$ cat src/rtl/id_ex_register.sv
// ID/EX pipeline register with HALT drain tracking.
// Captures decode-stage control and data into the execute stage. Flush
// and stall insert bubbles. A captured HALT starts a three-edge drain
// (EX, MEM, WB), after which o_end_of_program stays set until reset.
module id_ex_register #(
  parameter int DATA_BUS_SIZE     = 32,
  parameter int REG_ADDR_BUS_SIZE = 5,
  parameter int FUNCT_BUS_SIZE    = 6,
  parameter int OP_ALU_BUS_SIZE   = 2
) (
  input  logic                         i_clk,
  input  logic                         i_reset,
  input  logic                         i_enable,
  input  logic                         i_stall,
  input  logic                         i_flush,
  input  logic                         i_valid,
  input  logic                         i_halt,
  input  logic                         i_wb_reg_write,
  input  logic                         i_wb_mem_to_reg,
  input  logic                         i_mem_branch,
  input  logic                         i_mem_read,
  input  logic                         i_mem_write,
  input  logic                         i_ex_dest,
  input  logic                         i_ex_alu_src,
  input  logic [OP_ALU_BUS_SIZE-1:0]   i_ex_alu_op,
  input  logic [DATA_BUS_SIZE-1:0]     i_pc_next,
  input  logic [DATA_BUS_SIZE-1:0]     i_rs_data,
  input  logic [DATA_BUS_SIZE-1:0]     i_rt_data,
  input  logic [DATA_BUS_SIZE-1:0]     i_imm,
  input  logic [REG_ADDR_BUS_SIZE-1:0] i_rs,
  input  logic [REG_ADDR_BUS_SIZE-1:0] i_rt,
  input  logic [REG_ADDR_BUS_SIZE-1:0] i_rd,
  input  logic [FUNCT_BUS_SIZE-1:0]    i_funct,
  output logic                         o_wb_reg_write,
  output logic                         o_wb_mem_to_reg,
  output logic                         o_mem_branch,
  output logic                         o_mem_read,
  output logic                         o_mem_write,
  output logic                         o_ex_dest,
  output logic                         o_ex_alu_src,
  output logic [OP_ALU_BUS_SIZE-1:0]   o_ex_alu_op,
  output logic [DATA_BUS_SIZE-1:0]     o_pc_next,
  output logic [DATA_BUS_SIZE-1:0]     o_rs_data,
  output logic [DATA_BUS_SIZE-1:0]     o_rt_data,
  output logic [DATA_BUS_SIZE-1:0]     o_imm,
  output logic [REG_ADDR_BUS_SIZE-1:0] o_rs,
  output logic [REG_ADDR_BUS_SIZE-1:0] o_rt,
  output logic [REG_ADDR_BUS_SIZE-1:0] o_rd,
  output logic [FUNCT_BUS_SIZE-1:0]    o_funct,
  output logic                         o_valid,
  output logic                         o_halt,
  output logic                         o_end_of_program
);

  localparam int CTRL_W = 7 + OP_ALU_BUS_SIZE;
  localparam int DATA_W = 4 * DATA_BUS_SIZE + 3 * REG_ADDR_BUS_SIZE + FUNCT_BUS_SIZE;

  typedef enum logic [1:0] {
    RUN   = 2'd0,
    DRAIN = 2'd1,
    DONE  = 2'd2
  } state_t;

  state_t      state, state_nxt;
  logic [1:0]  drain_cnt, drain_cnt_nxt;
  logic        do_flush, do_stall, halt_capture;

  logic [CTRL_W-1:0] ctrl_in, ctrl_q;
  logic [DATA_W-1:0] data_in, data_q;
  logic              valid_q, halt_q;

  assign ctrl_in = {i_wb_reg_write, i_wb_mem_to_reg, i_mem_branch, i_mem_read,
                    i_mem_write, i_ex_dest, i_ex_alu_src, i_ex_alu_op};
  assign data_in = {i_pc_next, i_rs_data, i_rt_data, i_imm,
                    i_rs, i_rt, i_rd, i_funct};

  assign {o_wb_reg_write, o_wb_mem_to_reg, o_mem_branch, o_mem_read,
          o_mem_write, o_ex_dest, o_ex_alu_src, o_ex_alu_op} = ctrl_q;
  assign {o_pc_next, o_rs_data, o_rt_data, o_imm,
          o_rs, o_rt, o_rd, o_funct} = data_q;
  assign o_valid          = valid_q;
  assign o_halt           = halt_q;
  assign o_end_of_program = (state == DONE);

  // Edge classification and drain FSM next-state logic.
  always_comb begin
    // NOTE: every always_comb output gets a default first so no path leaves it unassigned (no latch).
    state_nxt     = state;
    drain_cnt_nxt = drain_cnt;
    do_flush      = i_flush || (state != RUN);
    do_stall      = !do_flush && i_stall;
    halt_capture  = !do_flush && !i_stall && i_valid && i_halt;
    unique case (state)
      RUN: begin
        if (halt_capture) begin
          state_nxt     = DRAIN;
          drain_cnt_nxt = 2'd0;
        end
      end
      DRAIN: begin
        if (drain_cnt == 2'd2) state_nxt = DONE;
        else                   drain_cnt_nxt = drain_cnt + 2'd1;
      end
      DONE:    state_nxt = DONE;
      default: state_nxt = RUN;
    endcase
  end

  // Drain FSM state and counter; advance only on enabled edges.
  always_ff @(posedge i_clk or negedge i_reset) begin
    if (!i_reset) begin
      // NOTE: non-blocking assignments in sequential blocks so all flops update from pre-edge values.
      state     <= RUN;
      drain_cnt <= 2'd0;
    end else if (i_enable) begin
      state     <= state_nxt;
      drain_cnt <= drain_cnt_nxt;
    end
  end

  // Pipeline payload: flush clears everything, stall clears control only,
  // a captured HALT passes through as a NOP with o_halt set.
  always_ff @(posedge i_clk or negedge i_reset) begin
    if (!i_reset) begin
      ctrl_q  <= '0;
      data_q  <= '0;
      valid_q <= 1'b0;
      halt_q  <= 1'b0;
    end else if (i_enable) begin
      if (do_flush) begin
        ctrl_q  <= '0;
        data_q  <= '0;
        valid_q <= 1'b0;
        halt_q  <= 1'b0;
      end else if (do_stall) begin
        ctrl_q  <= '0;
        data_q  <= data_in;
        valid_q <= 1'b0;
        halt_q  <= 1'b0;
      end else begin
        ctrl_q  <= halt_capture ? '0 : ctrl_in;
        data_q  <= data_in;
        valid_q <= i_valid;
        halt_q  <= i_halt && i_valid;
      end
    end
  end

endmodule

$ cat config.mk
export PLATFORM = sky130hd
export DESIGN_NAME = id_ex_register
export DESIGN_NICKNAME = d
export VERILOG_FILES = /design/src/rtl/id_ex_register.sv
export SDC_FILE = /design/constraint.sdc
export NUM_CORES = 1
export LEC_CHECK = 0
export BUFFER_PORTS_ARGS = -buffer_cell sky130_fd_sc_hd__buf_2
export CORE_AREA = 2 2 125 127
export DETAILED_ROUTE_END_ITERATION = 16
export DIE_AREA = 0 0 127 129
export PLACE_DENSITY = 0.73
export SLEW_MARGIN = 20
export SYNTH_ARGS = -nofsm -noshare
export SYNTH_HDL_FRONTEND = slang
export SYNTH_SLANG_ARGS = --single-unit
$ cat constraint.sdc
create_clock -name i_clk -period 3.4 [get_ports i_clk]
set_input_delay 0.34 -clock i_clk [delete_from_list [all_inputs] [get_ports i_clk]]
set_output_delay 0.34 -clock i_clk [all_outputs]
set_load 0.01 [all_outputs]
==> results.md <==
* Result of the run: complete, no violations
* Critical Path Sink Type: register
* Die width at 127 um
* Clk_lat worst skew at 0.42 ns
* WP data required at 3.75 ns
* Pre-antenna DRT Iters at 6
* Warning count from the yosys run at 0
* # DRC at 0
* Remaining Overflow, GRT at 0
* Die height at 129 um
* Max Clk Rate at 0.4534 GHz
* Number of max-slew violations in the final report at 0
* Worst r2r dst: data_q[130]$_DFFE_PN0P_
* Synthesized instance count at 391
* Mean routed wirelength per cell at 17.89 um
* R2r worst-path depth at 5
* Gr usage total at 19.79%
* Critical-path maximum fanout at 63
* Clk Tree Root Cell: clkbuf_16
* CP top delay family: simple AND/OR/NAND/NOR gates
* IO Count at 326
* DR vias at 4711
* Endpoints failing setup at 0
* Worst setup path category: register to register
* GP Congestion at 0.7984
* Maximum VDD drop at 0.3093 mV
* First-pass GRT wire length at 25420 um
* H-Tree Depth at 4
* Final hold violations at 0
* Syn-to-layout area delta at 40.06%
* Final Critical Period at 2.205 ns
* Slew headroom at 45.45%
* Layout cells sized above 1 at 51.25%
* IO buf count at 325
* DRT iter0 DRCs at 196
* Critical Path Max Stage Delay at 0.75 ns
* Setup bufs post-CTS at 0
* Clock sinks at 164
* DP HPWL at 11510 um
* Clk buf depth at 2
* CTS Buf Count at 17
* CORE AREA at 14980 um2
* Remaining antenna violation count at 0
* Synth Cell Area at 5978 um2
* CP max stage cell: and3b_4
* FF-to-FF Start: state[0]$_DFFE_PN0P_
* WHS Path Cells at 2
* Critical Path AT at 2.55 ns
* Hold_sp: i_pc_next[22]
* Post-synthesis average cell area at 15.29 um2
* Buf/Inv on CP at 2
* WL final at 16240 um
* Sum Neg Setup Slack at 0 ns
* Vias in the first global route at 4919
* Critical-path cell list: inv_1 > ha_1 > and3b_4 > buf_4 > a22o_1
* CP Launch Type: register
* Die ar. at 16380 um2
* RSZ-0062 raised after global routing: no
* Tcrit/Tclk final at 64.87%
* Synth unique cells at 25
* Site Rows at 45
* Max-cap violations at 0
* Pwr dens at 687.2 nW/um2
* Post-Syn Nets at 561
* Hold Path End: data_q[139]$_DFFE_PN0P_
* N_diodes at 0
* Final clock skew at 0.008427 ns
* Sequential area share after synthesis at 68.65%
* Largest net degree at the start of global routing at 98
* Leakage at 4.757 nW
* TritonCTS clock tree: done
* Routed vias/inst at 5.188
* Hold Crit Class: input port to register
* Clock Pin Slew Worst Setup and Hold Paths at 0.06 ns
* Worst-margin pin slew at 0.8183 ns
* Layout Utilization at 55.91%
* Starting Density at 39.92%
* Initial antenna violation count at 0
* Fin nets at 877
* Reg2reg setup slack at 1.19 ns
* FF+latch count, synth at 164
* Resized Gates After CTS at 0
-- cell families after synthesis --
family                     after synthesis  synth area share (%)
muxes                                    2                0.3767
adders and majority gates                5                 1.046
AOI/OAI and AO/OA                      168                 24.30
and+or+nand+nor                          9                 1.214
DFF                                    164                 68.65
buffers and inverters                   43                 4.416
-- timing repair --
item / in CTS / in global routing
hold endpoints to repair: 77 / 0
hold buffers: 1 / 0
endpoints found under the setup margin: 0 / 0
-- synthesized netlist by cell type (all sizes together) --
cell type / n / area [um2]
nor2b: 1 / 6.260
dfrtp: 164 / 4104
o21ai: 4 / 20.02
a21oi: 1 / 5.000
nand4b: 1 / 8.760
buf: 22 / 185.2
o221ai: 1 / 8.760
and3b: 1 / 8.760
and4bb: 1 / 12.51
and2: 1 / 6.260
a32o: 1 / 10.01
ha: 5 / 62.56
nor4bb: 2 / 20.02
a22o: 158 / 1384
nand3: 2 / 10.01
o21ba: 1 / 10.01
clkbuf: 13 / 48.80
o211ai: 2 / 15.01
inv: 8 / 30.03
mux2: 2 / 22.52
-- layer usage --
metal / wire length, um / part of all wire, % / track usage, %
met1: 6653 / 41 / 24.42
met2: 8145 / 50 / 33.21
met3: 1180 / 7.3 / 5.780
met4: 265 / 1.6 / 7.563
met5: 0 / 0 / 0
-- sequential cells by signal, summed over array words and instances, names as in the netlist --
register,flops
drain_cnt,2
state,2
o_valid,1
ctrl_q,9
data_q,149
o_halt,1
-- per-stage QoR --
stage / hold slack (ns) / worst slack [ns] / area [um2] / cells / power (mW)
2_1_floorplan: 0.04441 / 1.897 / 5978 / 391 / 3.139
3_3_place_gp: 0.4076 / 1.312 / 7701 / 875 / 3.651
3_5_place_dp: 0.4288 / 1.181 / 7701 / 875 / 3.700
4_1_cts: 0.1076 / 1.181 / 8373 / 908 / 5.825
5_1_grt: 0.1083 / 1.027 / 8373 / 908 / 6.060
6_report: 0.1338 / 1.195 / 8373 / 908 / 5.754
-- where the power goes --
part / switching, mW / internal [mW] / total, mW
sequential: 0.184 / 2.27 / 2.46
combinational: 0.630 / 0.572 / 1.20
clock: 0.760 / 1.33 / 2.09
total: 1.57 / 4.18 / 5.75
-- area by class of cell --
type,instances,area [um2]
Sequential cell,164,4104
Multi-Input combinational cell,184,1614
Tap cell,188,235.2
Fill cell,1278,6604
Clock inverter,10,167.7
Inverter,8,32.53
Clock buffer,22,494.2
Timing Repair Buffer,332,1725
-- placed cells by master, fill, tap and decap left out, types with 2 or more instances in the layout --
master and n:
buf_2 324, dfrtp_1 164, a22o_1 158, clkbuf_16 17
inv_1 7, ha_1 5, clkbuf_8 5, o21ai_0 4
bufinv_16 4, buf_4 3, buf_12 3, mux2_2 2
nand3_1 2, nor4bb_1 2, o211ai_1 2, inv_6 2
clkinv_4 2
-- worst max-delay path by stage --
| stage | slack, ns | cells past startpoint | from | endpoint |
|---|---|---|---|---|
| global route | 1.03 | 5 | state[0]$_DFFE_PN0P_ | data_q[116]$_DFFE_PN0P_ |
| finish | 1.19 | 5 | state[0]$_DFFE_PN0P_ | data_q[130]$_DFFE_PN0P_ |
| detailed placement | 1.18 | 5 | state[0]$_DFFE_PN0P_ | data_q[116]$_DFFE_PN0P_ |
| global placement | 1.31 | 5 | state[0]$_DFFE_PN0P_ | data_q[112]$_DFFE_PN0P_ |
| floorplan | 1.90 | 7 | state[0]$_DFFE_PN0P_ | ctrl_q[0]$_DFFE_PN0P_ |
| CTS | 1.18 | 5 | state[0]$_DFFE_PN0P_ | data_q[116]$_DFFE_PN0P_ |
No activity file was read; power rests on OpenSTA's default activity.
